[src/rtl/tl_ul_pkg.sv]
// rtl/tl_ul_pkg.sv - TileLink-UL opcodes and response slot type shared by the source pool master
//
// Purpose : A/D channel opcode constants and the per-source response slot record.
// Ports   : none (package).

package tl_ul_pkg;

    // Width of the data field held in a response slot; the master's DATA_BITS defaults to this.
    localparam int TL_DATA_BITS = 32;

    // A-channel opcodes
    localparam logic [2:0] GET      = 3'd4;
    localparam logic [2:0] PUT_FULL = 3'd0;

    // D-channel opcodes
    localparam logic [2:0] ACK      = 3'd0;
    localparam logic [2:0] ACK_DATA = 3'd1;

    // One buffered D beat, waiting for its turn in request order
    typedef struct packed {
        logic [2:0]              opcode;
        logic [TL_DATA_BITS-1:0] data;
        logic                    error;
    } d_slot_t;

endpackage

[src/rtl/tl_ul_source_pool_master_if.sv]
// rtl/tl_ul_source_pool_master_if.sv - client request/response, TL-UL A/D and status bundle
//
// Purpose : groups the client stream, the A and D channels and proto_err.
// Modports: master - the issue stage (drives req_ready, resp_*, a_*, d_ready, proto_err)
//           slave  - the client plus downstream link (drives the opposite directions)

interface tl_ul_source_pool_master_if #(
    parameter int SOURCE_BITS = 1,
    parameter int ADDR_BITS   = 9,
    parameter int DATA_BITS   = 32,
    parameter int SINK_BITS   = 2
);
    localparam int MASK_BITS = DATA_BITS / 8;

    // client request
    logic                   req_valid;
    logic                   req_ready;
    logic                   req_write;
    logic [ADDR_BITS-1:0]   req_addr;
    logic [DATA_BITS-1:0]   req_data;
    logic [MASK_BITS-1:0]   req_mask;

    // client response
    logic                   resp_valid;
    logic                   resp_ready;
    logic [DATA_BITS-1:0]   resp_data;
    logic                   resp_error;

    // A channel
    logic                   a_valid;
    logic                   a_ready;
    logic [2:0]             a_opcode;
    logic [2:0]             a_param;
    logic [2:0]             a_size;
    logic [SOURCE_BITS-1:0] a_source;
    logic [ADDR_BITS-1:0]   a_address;
    logic [MASK_BITS-1:0]   a_mask;
    logic [DATA_BITS-1:0]   a_data;

    // D channel
    logic                   d_valid;
    logic                   d_ready;
    logic [2:0]             d_opcode;
    logic [SOURCE_BITS-1:0] d_source;
    logic [SINK_BITS-1:0]   d_sink;
    logic                   d_denied;
    logic                   d_corrupt;
    logic [DATA_BITS-1:0]   d_data;

    // status
    logic                   proto_err;

    modport master (
        input  req_valid, req_write, req_addr, req_data, req_mask,
        output req_ready,
        output resp_valid, resp_data, resp_error,
        input  resp_ready,
        output a_valid, a_opcode, a_param, a_size, a_source, a_address, a_mask, a_data,
        input  a_ready,
        input  d_valid, d_opcode, d_source, d_sink, d_denied, d_corrupt, d_data,
        output d_ready,
        output proto_err
    );

    modport slave (
        output req_valid, req_write, req_addr, req_data, req_mask,
        input  req_ready,
        input  resp_valid, resp_data, resp_error,
        output resp_ready,
        input  a_valid, a_opcode, a_param, a_size, a_source, a_address, a_mask, a_data,
        output a_ready,
        output d_valid, d_opcode, d_source, d_sink, d_denied, d_corrupt, d_data,
        input  d_ready,
        input  proto_err
    );

endinterface

[src/rtl/tl_src_alloc.sv]
// rtl/tl_src_alloc.sv - lowest-free source ID priority encoder
//
// Purpose : picks the lowest-numbered ID whose inflight bit is clear.
// Ports   : inflight (in)  - one bit per source ID, 1 = in use
//           free_any (out) - at least one ID is free
//           free_id  (out) - lowest free ID (0 when none is free)

module tl_src_alloc #(
    parameter int SOURCE_BITS = 1
) (
    input  logic [(1<<SOURCE_BITS)-1:0] inflight,
    output logic                        free_any,
    output logic [SOURCE_BITS-1:0]      free_id
);

    localparam int NID = 1 << SOURCE_BITS;

    always_comb begin
        free_any = ~&inflight;
        free_id  = '0;
        // Scan high to low so the last hit, the lowest free index, wins.
        for (int i = NID - 1; i >= 0; i--) begin
            if (!inflight[i]) begin
                free_id = SOURCE_BITS'(i);
            end
        end
    end

endmodule

[src/rtl/tl_ul_source_pool_master.sv]
// rtl/tl_ul_source_pool_master.sv - TL-UL issue stage with source pool and in-order response return
//
// Purpose : turns client read/write requests into A beats, allocates source IDs from a pool,
//           buffers D beats per source and hands responses back in request order.
// Ports   : clock, reset (sync, active-high)
//           bus (master modport) - client req/resp streams, A and D channels, sticky proto_err

module tl_ul_source_pool_master
    import tl_ul_pkg::*;
#(
    parameter int SOURCE_BITS = 1,
    parameter int ADDR_BITS   = 9,
    parameter int DATA_BITS   = TL_DATA_BITS,
    parameter int SINK_BITS   = 2
) (
    input  logic                         clock,
    input  logic                         reset,
    tl_ul_source_pool_master_if.master   bus
);

    localparam int NID       = 1 << SOURCE_BITS;
    localparam int MASK_BITS = DATA_BITS / 8;
    localparam int SIZE_LOG2 = $clog2(MASK_BITS);

    // source pool and per-source response slots
    logic [NID-1:0]         r_inflight;
    logic [NID-1:0]         r_slot_full;
    d_slot_t                r_slot [NID];

    // order FIFO of allocated IDs
    logic [SOURCE_BITS-1:0] r_fifo [NID];
    logic [SOURCE_BITS-1:0] r_wptr;
    logic [SOURCE_BITS-1:0] r_rptr;
    logic [SOURCE_BITS:0]   r_count;

    // registered A beat
    logic                   r_a_valid;
    logic [2:0]             r_a_opcode;
    logic [SOURCE_BITS-1:0] r_a_source;
    logic [ADDR_BITS-1:0]   r_a_address;
    logic [MASK_BITS-1:0]   r_a_mask;
    logic [DATA_BITS-1:0]   r_a_data;

    logic                   r_proto_err;

    logic                   w_free_any;
    logic [SOURCE_BITS-1:0] w_free_id;
    logic [SOURCE_BITS-1:0] w_head;
    logic                   w_fifo_full;
    logic                   w_req_ready;
    logic                   w_accept;
    logic                   w_a_fire;
    logic                   w_resp_valid;
    logic                   w_pop;
    logic                   w_d_opc_ok;
    logic                   w_d_legal;
    logic                   w_d_store;
    logic [NID-1:0]         w_inflight_nxt;
    logic [NID-1:0]         w_slot_full_nxt;
    d_slot_t                w_head_slot;
    logic                   w_unused;

    tl_src_alloc #(
        .SOURCE_BITS (SOURCE_BITS)
    ) u_alloc (
        .inflight (r_inflight),
        .free_any (w_free_any),
        .free_id  (w_free_id)
    );

    assign w_head       = r_fifo[r_rptr];
    assign w_fifo_full  = (r_count == (SOURCE_BITS+1)'(NID));
    assign w_req_ready  = !r_a_valid && w_free_any && !w_fifo_full;
    assign w_accept     = bus.req_valid && w_req_ready;
    assign w_a_fire     = r_a_valid && bus.a_ready;
    assign w_resp_valid = (r_count != '0) && r_slot_full[w_head];
    assign w_pop        = w_resp_valid && bus.resp_ready;
    assign w_head_slot  = r_slot[w_head];

    // A beat for the ID being popped this cycle always sees a full slot, so the
    // explicit same-ID term only documents that such a beat is rejected.
    assign w_d_opc_ok = (bus.d_opcode == ACK) || (bus.d_opcode == ACK_DATA);
    assign w_d_legal  = r_inflight[bus.d_source] && !r_slot_full[bus.d_source] && w_d_opc_ok &&
                        !(w_pop && (bus.d_source == w_head));
    assign w_d_store  = bus.d_valid && w_d_legal;

    // The freed ID is cleared here but allocation reads r_inflight, so it is
    // not handed out again until the following cycle.
    always_comb begin
        w_inflight_nxt  = r_inflight;
        w_slot_full_nxt = r_slot_full;
        if (w_pop) begin
            w_inflight_nxt[w_head]  = 1'b0;
            w_slot_full_nxt[w_head] = 1'b0;
        end
        if (w_accept) begin
            w_inflight_nxt[w_free_id] = 1'b1;
        end
        if (w_d_store) begin
            w_slot_full_nxt[bus.d_source] = 1'b1;
        end
    end

    always_ff @(posedge clock) begin
        if (reset) begin
            r_inflight  <= '0;
            r_slot_full <= '0;
            r_wptr      <= '0;
            r_rptr      <= '0;
            r_count     <= '0;
            r_a_valid   <= 1'b0;
            r_a_opcode  <= '0;
            r_a_source  <= '0;
            r_a_address <= '0;
            r_a_mask    <= '0;
            r_a_data    <= '0;
            r_proto_err <= 1'b0;
        end else begin
            r_inflight  <= w_inflight_nxt;
            r_slot_full <= w_slot_full_nxt;

            if (w_a_fire) begin
                r_a_valid <= 1'b0;
            end

            // req_ready requires !a_valid, so an accept never coincides with an A handshake.
            if (w_accept) begin
                r_a_valid       <= 1'b1;
                r_a_opcode      <= bus.req_write ? PUT_FULL : GET;
                r_a_source      <= w_free_id;
                r_a_address     <= bus.req_addr;
                r_a_mask        <= bus.req_write ? bus.req_mask : '1;
                r_a_data        <= bus.req_write ? bus.req_data : '0;
                r_fifo[r_wptr]  <= w_free_id;
                r_wptr          <= r_wptr + 1'b1;
            end

            if (w_pop) begin
                r_rptr <= r_rptr + 1'b1;
            end

            case ({w_accept, w_pop})
                2'b10:   r_count <= r_count + 1'b1;
                2'b01:   r_count <= r_count - 1'b1;
                default: r_count <= r_count;
            endcase

            if (w_d_store) begin
                r_slot[bus.d_source] <= '{opcode: bus.d_opcode,
                                          data:   bus.d_data,
                                          error:  bus.d_denied | bus.d_corrupt};
            end

            if (bus.d_valid && !w_d_legal) begin
                r_proto_err <= 1'b1;
            end
        end
    end

    assign bus.req_ready  = w_req_ready;
    assign bus.resp_valid = w_resp_valid;
    // AccessAck carries no payload; the client sees zero data for writes.
    assign bus.resp_data  = (w_head_slot.opcode == ACK_DATA) ? w_head_slot.data : '0;
    assign bus.resp_error = w_head_slot.error;

    assign bus.a_valid    = r_a_valid;
    assign bus.a_opcode   = r_a_opcode;
    assign bus.a_param    = 3'd0;
    assign bus.a_size     = 3'(SIZE_LOG2);
    assign bus.a_source   = r_a_source;
    assign bus.a_address  = r_a_address;
    assign bus.a_mask     = r_a_mask;
    assign bus.a_data     = r_a_data;

    assign bus.d_ready    = 1'b1;
    assign bus.proto_err  = r_proto_err;

    // d_sink is carried on the link but has no meaning to this master.
    assign w_unused = ^bus.d_sink;

endmodule

[src/flat_wrapper.sv]
// flat-port wrapper written by rule: the top's interface ports become plain ports
module tl_ul_source_pool_master_flat import tl_ul_pkg::*;
#(
    parameter int SOURCE_BITS = 1,
    parameter int ADDR_BITS   = 9,
    parameter int DATA_BITS   = TL_DATA_BITS,
    parameter int SINK_BITS   = 2
)
  (clock, reset, bus_req_valid, bus_req_write, bus_req_addr, bus_req_data, bus_req_mask, bus_req_ready, bus_resp_valid, bus_resp_data, bus_resp_error, bus_resp_ready, bus_a_valid, bus_a_opcode, bus_a_param, bus_a_size, bus_a_source, bus_a_address, bus_a_mask, bus_a_data, bus_a_ready, bus_d_valid, bus_d_opcode, bus_d_source, bus_d_sink, bus_d_denied, bus_d_corrupt, bus_d_data, bus_d_ready, bus_proto_err);
  tl_ul_source_pool_master_if #(.SOURCE_BITS(SOURCE_BITS), .ADDR_BITS(ADDR_BITS), .DATA_BITS(DATA_BITS), .SINK_BITS(SINK_BITS)) bus_i ();
  input  logic clock;
  input  logic reset;
  input wire logic [$bits(bus_i.req_valid)-1:0] bus_req_valid;
  input wire logic [$bits(bus_i.req_write)-1:0] bus_req_write;
  input wire logic [$bits(bus_i.req_addr)-1:0] bus_req_addr;
  input wire logic [$bits(bus_i.req_data)-1:0] bus_req_data;
  input wire logic [$bits(bus_i.req_mask)-1:0] bus_req_mask;
  output wire logic [$bits(bus_i.req_ready)-1:0] bus_req_ready;
  output wire logic [$bits(bus_i.resp_valid)-1:0] bus_resp_valid;
  output wire logic [$bits(bus_i.resp_data)-1:0] bus_resp_data;
  output wire logic [$bits(bus_i.resp_error)-1:0] bus_resp_error;
  input wire logic [$bits(bus_i.resp_ready)-1:0] bus_resp_ready;
  output wire logic [$bits(bus_i.a_valid)-1:0] bus_a_valid;
  output wire logic [$bits(bus_i.a_opcode)-1:0] bus_a_opcode;
  output wire logic [$bits(bus_i.a_param)-1:0] bus_a_param;
  output wire logic [$bits(bus_i.a_size)-1:0] bus_a_size;
  output wire logic [$bits(bus_i.a_source)-1:0] bus_a_source;
  output wire logic [$bits(bus_i.a_address)-1:0] bus_a_address;
  output wire logic [$bits(bus_i.a_mask)-1:0] bus_a_mask;
  output wire logic [$bits(bus_i.a_data)-1:0] bus_a_data;
  input wire logic [$bits(bus_i.a_ready)-1:0] bus_a_ready;
  input wire logic [$bits(bus_i.d_valid)-1:0] bus_d_valid;
  input wire logic [$bits(bus_i.d_opcode)-1:0] bus_d_opcode;
  input wire logic [$bits(bus_i.d_source)-1:0] bus_d_source;
  input wire logic [$bits(bus_i.d_sink)-1:0] bus_d_sink;
  input wire logic [$bits(bus_i.d_denied)-1:0] bus_d_denied;
  input wire logic [$bits(bus_i.d_corrupt)-1:0] bus_d_corrupt;
  input wire logic [$bits(bus_i.d_data)-1:0] bus_d_data;
  output wire logic [$bits(bus_i.d_ready)-1:0] bus_d_ready;
  output wire logic [$bits(bus_i.proto_err)-1:0] bus_proto_err;
  assign bus_i.req_valid = bus_req_valid;
  assign bus_i.req_write = bus_req_write;
  assign bus_i.req_addr = bus_req_addr;
  assign bus_i.req_data = bus_req_data;
  assign bus_i.req_mask = bus_req_mask;
  assign bus_req_ready = bus_i.req_ready;
  assign bus_resp_valid = bus_i.resp_valid;
  assign bus_resp_data = bus_i.resp_data;
  assign bus_resp_error = bus_i.resp_error;
  assign bus_i.resp_ready = bus_resp_ready;
  assign bus_a_valid = bus_i.a_valid;
  assign bus_a_opcode = bus_i.a_opcode;
  assign bus_a_param = bus_i.a_param;
  assign bus_a_size = bus_i.a_size;
  assign bus_a_source = bus_i.a_source;
  assign bus_a_address = bus_i.a_address;
  assign bus_a_mask = bus_i.a_mask;
  assign bus_a_data = bus_i.a_data;
  assign bus_i.a_ready = bus_a_ready;
  assign bus_i.d_valid = bus_d_valid;
  assign bus_i.d_opcode = bus_d_opcode;
  assign bus_i.d_source = bus_d_source;
  assign bus_i.d_sink = bus_d_sink;
  assign bus_i.d_denied = bus_d_denied;
  assign bus_i.d_corrupt = bus_d_corrupt;
  assign bus_i.d_data = bus_d_data;
  assign bus_d_ready = bus_i.d_ready;
  assign bus_proto_err = bus_i.proto_err;
  tl_ul_source_pool_master #(.SOURCE_BITS(SOURCE_BITS), .ADDR_BITS(ADDR_BITS), .DATA_BITS(DATA_BITS), .SINK_BITS(SINK_BITS)) u_core (.clock(clock), .reset(reset), .bus(bus_i));
endmodule
[config.mk]
export PLATFORM = sky130hd
export DESIGN_NAME = tl_ul_source_pool_master_flat
export DESIGN_NICKNAME = d
export VERILOG_FILES = /design/src/rtl/tl_ul_pkg.sv /design/src/rtl/tl_ul_source_pool_master_if.sv /design/src/rtl/tl_src_alloc.sv /design/src/rtl/tl_ul_source_pool_master.sv /design/src/flat_wrapper.sv
export SDC_FILE = /design/constraint.sdc
export NUM_CORES = 1
export LEC_CHECK = 0
export ABC_AREA = 1
export CORE_MARGIN = 1.5
export CORE_UTILIZATION = 48
export CTS_CLUSTER_SIZE = 25
export DETAILED_ROUTE_END_ITERATION = 10
export GPL_ROUTABILITY_DRIVEN = 0
export PLACE_DENSITY = 0.85
export SYNTH_ARGS = -nofsm -noshare
export SYNTH_HDL_FRONTEND = slang
export SYNTH_SLANG_ARGS = --single-unit
export TNS_END_PERCENT = 100
[constraint.sdc]
create_clock -name clock -period 4 [get_ports clock]
set_input_delay 0.8 -clock clock [delete_from_list [all_inputs] [get_ports clock]]
set_output_delay 0.8 -clock clock [all_outputs]
set_load 0.02 [all_outputs]
# Word level (Yosys, flattened, before mapping)
# Memory sizes are Yosys's and may differ from the RTL's. A register that Yosys moved wholly into a read port is not among the register bits.
# Index checks and enable logic that the tools add are counted.
# op_classes
n_reduce_logical	27
n_eq_ne	6
bitwise	6
mux	33
n_lt_le_gt_ge	6
add_sub_neg	4
# ops
operator	count
$mux 32	2
$mux 1	21
$logic_and 1x1->1	15
$mux 2	4
$eq 3x1->1 const B	2
$logic_not 1->1	6
$lt 1x2->1 const B	3
$reduce_bool 2->1	3
$and 2x2->2	2
$eq 2x2->1 const B	2
$mux 4	1
$or 2x2->2	2
$pmux 2 s2	1
$demux 1 s1	3
$ge 1x1->1 const B	3
$logic_not 3->1	1
$mux 3	1
$add 1x1->1 const B	2
$add 2x1->2 const B	1
$eq 2x1->1 const B	1
$not 2->2	1
$reduce_and 2->1	1
$sub 2x1->2 const B	1
$eq 1x1->1	1
other kinds (2)	2
# totals
ff_bits	59
output_inout_bits	93
mem_count	2
in_bits	92
mem_bits_rw	74
# mem_list
memory	words	width	read_ports	rd_ports_with_merged_regs	wr	line_no	source
u_core.r_slot	2	36	1	0	1	tl_ul_source_pool_master.sv:28	d_slot_t r_slot [NID];
u_core.r_fifo	2	1	1	1	1	tl_ul_source_pool_master.sv:31	logic [SOURCE_BITS-1:0] r_fifo [NID];

# Depth between registers and ports, before layout
# depth
word_depth	11
ltp_mapped	13
mapped_depth_nobuf	13

# Modules after synthesis
# A second synthesis with hierarchy kept.
# hier_totals
cells_unflattened	553
hier_area_um2	5215.0
# by_module_without_submodules
module	n_inst	cells_per_inst	area_each_um2
tl_ul_source_pool_master	1	550	5201.2
tl_src_alloc	1	3	13.8

# Worst setup path after synthesis
# OpenSTA, ideal clock, no wires.
# synth_path
path_type	in2reg
start	input port reset
end	memory u_core.r_slot[0][0] (netlist bit), enable pin
arrival_time_ns	2.017
path_stages	4
setup_time_ns	0.391
path_buffers	1
path_slack_ns	1.593
cell_sequence	inv_1 buf_1 nand3_1 inv_1
# synth_via
elab_chain_cells	2
# synth_rtl
element	line_no	source
from (decl)	flat_wrapper.sv:12	input logic reset;
$mux 1	tl_ul_source_pool_master.sv:105	if (reset) begin
$mux 1 (implied by the code)	tl_ul_source_pool_master.sv:149	r_slot[bus.d_source] <= '{opcode: bus.d_opcode,
to (decl)	tl_ul_source_pool_master.sv:28	
# Every way passes these cells.

==> results_dict.tcl <==
set metrics [dict create \
    fin_nets 814 \
    synthCells 550 \
    cp_max_fo 37 \
    track_usage 0.2192 \
    clockBufferDepth 2 \
    cts_root_buf "clkbuf_8" \
    grt_max_degree 51 \
    drtIter0Drc 239 \
    grt_pass1_vias 4148 \
    hpwl_mm 8.157 \
    fp.coreArea_um2 10460 \
    period_minus_slack_ps 3587 \
    final.setup_skew_ps 7.623 \
    cts_sinks 132 \
    post_drt_via_cell_ratio 4.759 \
    timing_worst_setup_path_type "flop to output pin" \
    dp_cells 837 \
    start_util 0.5007 \
    cts_setup_buffers 0 \
    final_layout_size_suffix_gt1_frac 0.06540 \
    ys_seq_area_frac 0.6458 \
    synth.distinct_cells 25 \
    io_pins 185 \
    postLayoutCoreUtil 0.7287 \
    fin_crit_sh 0.8968 \
    detail_route.first_pass.iterations 5 \
    avgRoutedWirePerCell_um 14.32 \
    setup_violations 0 \
    hold_slack_ps 466.3 \
    synth_top_family_by_area "simple AND/OR/NAND/NOR gates" \
    required_ps 3200 \
    antenna_left 0 \
    synth_area_leader_cell "edfxtp_1" \
    worstMarginPinSlew_ps 728.9 \
    die-height_um 107.5 \
    synth-simple-area-share 0.2047 \
    hold_viol_final 0 \
    die_x_um 107.5 \
    cp.arrival_ps 2790 \
    clk_latency_ps 490 \
    synth-xor-area-share 0.001672 \
    synthesis.area_um2 5239 \
    rsz0062_at_grt "false" \
    htreeDepth 4 \
    ir_drop_v 0.0002892 \
    cap_violations 0 \
    row_count 37 \
    slew_viol_final 0 \
    crit_chain "inv_1 -> nand2_1 -> nand2_4 -> inv_4 -> o31ai_4 -> nand2_1 -> inv_1 -> clkdlybuf4s50_1" \
    synthTopCellsByArea "edfxtp_1 (42%), dfxtp_1 (22%), nand2_1 (17%)" \
    hp-class "flop to flop" \
    numPortBuffers 173 \
    num_vias 4140 \
    slowest_delay_ps 690 \
    yosys_warnings 0 \
    grt_pass1_wl_mm 19.56 \
    slew_headroom 0.5140 \
    totalWireLength_mm 12.46 \
    muxShareOfSynthArea 0 \
    n_antenna_cell 0 \
    cts_buffers 17 \
    grt_overflow 0 \
    endpoint_kind "output pin" \
    antenna_found_initial 0 \
    critical_path.startpoint_type "flop" \
    dieArea_um2 11550 \
    avgSynthCellArea_um2 9.525 \
    synth-seq-cells 132 \
    timing.fmax_ghz 0.2788 \
    clk_pin_slew_ps 60 \
    instances_no_fill 870 \
    drcViolationCount 0 \
    crit_slowest_cell "o31ai_4" \
    status "finished clean" \
    yosysTopAreaCellShare 0.4242 \
    postCtsHoldBufs 0 \
    cts_tree "yes" \
    synth_fa_ha_area_frac 0.002388 \
    areaGrowthSynthToFinish_pct 45.52 \
    leakage_uw 0.003172 \
    power.density_nw_per_um2 481.3 \
    synth_compound_area_frac 0.06210 \
    finalSetupTns_ps 0 \
]
what timing repair did:
item,4_1_cts,5_1_grt
gates resized for setup,0,1
setup endpoints to repair,0,32
endpoints found under the hold margin,0,0
cell type report:
| class | instances | area [µm²] |
|---|---|---|
| flip-flops and latches | 132 | 3383 |
| multi-input cells | 340 | 1474 |
| clock inverters | 15 | 219.0 |
| clock buffers | 17 | 414.1 |
| inverters | 53 | 201.4 |
| fillers | 747 | 2839 |
| well taps | 136 | 170.2 |
| repair buffers | 177 | 1762 |
cells by family after synthesis:
logic type                 Yosys count
adders and majority gates            1
buffers and inverters               86
DFF                                132
other                                2
xor gates and xnor gates             1
AOI/OAI and AO/OA                   59
and+or+nand+nor                    269
path summary, 6_finish.rpt:
kind                             start                   end  slack (ps)  depth (start not counted)
hold reg to reg   u_core.bus.a_data[4]  u_core.bus.a_data[4]         470                          2
setup / recovery      u_core.r_fifo[1]     bus_resp_data[24]         410                          8
hold / removal    u_core.bus.a_data[4]  u_core.bus.a_data[4]         470                          2
setup reg to reg      u_core.r_fifo[1]     u_core.r_count[1]        1660                         14
cells in the final DEF (no fill, tap or decap), types with 9 or more instances in the layout:
master,synthesis,final
edfxtp_1,74,74
conb_1,2,9
nor2_1,17,17
inv_1,50,50
nand3_1,14,14
clkbuf_16,0,16
o21ai_0,10,10
dfxtp_1,58,58
a21oi_1,46,46
clkdlybuf4s50_1,0,173
nand2_1,232,232
metal layers:
| metal | vias to the layer above | wire (µm) | GRT usage |
|---|---|---|---|
| li1 | 2072 | - | - |
| met1 | 1900 | 4994 | 0.2526 |
| met2 | 162 | 6183 | 0.3794 |
| met3 | 6 | 1209 | 0.08898 |
| met4 | 0 | 74 | 0.05545 |
| met5 | - | 0 | 0 |
report_power, final:
group / internal, µW / leakage, µW / total, µW / switching (µW)
clock: 1030 / 0.000304 / 1640 / 603
sequential: 1490 / 0.00114 / 1520 / 34.3
combinational: 228 / 0.00173 / 513 / 285
stage by stage:
stage | power, µW | worst slack (ps) | area [µm²]
after floorplan | 1836 | 1593 | 5265
after global placement | 2041 | 634.8 | 6969
after detailed placement | 2057 | 571.0 | 6969
after CTS | 3691 | 16.71 | 7602
after global routing | 3801 | 174.8 | 7624
final | 3670 | 412.9 | 7624
sequential cells by signal, summed over array words and instances, names as in the netlist, 2 cells and up, named ones only:
name                  cells
u_core.bus.a_address      9
u_core.bus.a_data        32
u_core.bus.a_mask         4
u_core.r_count            2
u_core.r_fifo             2
u_core.r_inflight         2
u_core.r_slot            72
u_core.r_slot_full        2
synth_stat cells:
cell / instances
edfxtp_1: 74
buf_1: 1
a21oi_1: 46
nand2_1: 232
nand3_1: 14
dfxtp_1: 58
o31ai_4: 1
buf_2: 5
clkbuf_1: 8
buf_6: 7
inv_1: 50
nand2_4: 2
o31ai_1: 1
conb_1: 2
o21ai_0: 10
nor2_1: 17
buf_4: 12
a21oi_4: 1
nor2_8: 1
or2_2: 2
xor2_1: 1
nand4_2: 1
inv_2: 2
inv_4: 1
ha_1: 1
worst max-delay path, delay by kind of cell, from the launching register on:
kind            cells  cell delay, ps
buf+inv             4             910
compound gates      1             690
flops               1             390
simple gates        3             300
Note: power is estimated with default switching activity, not from simulation.
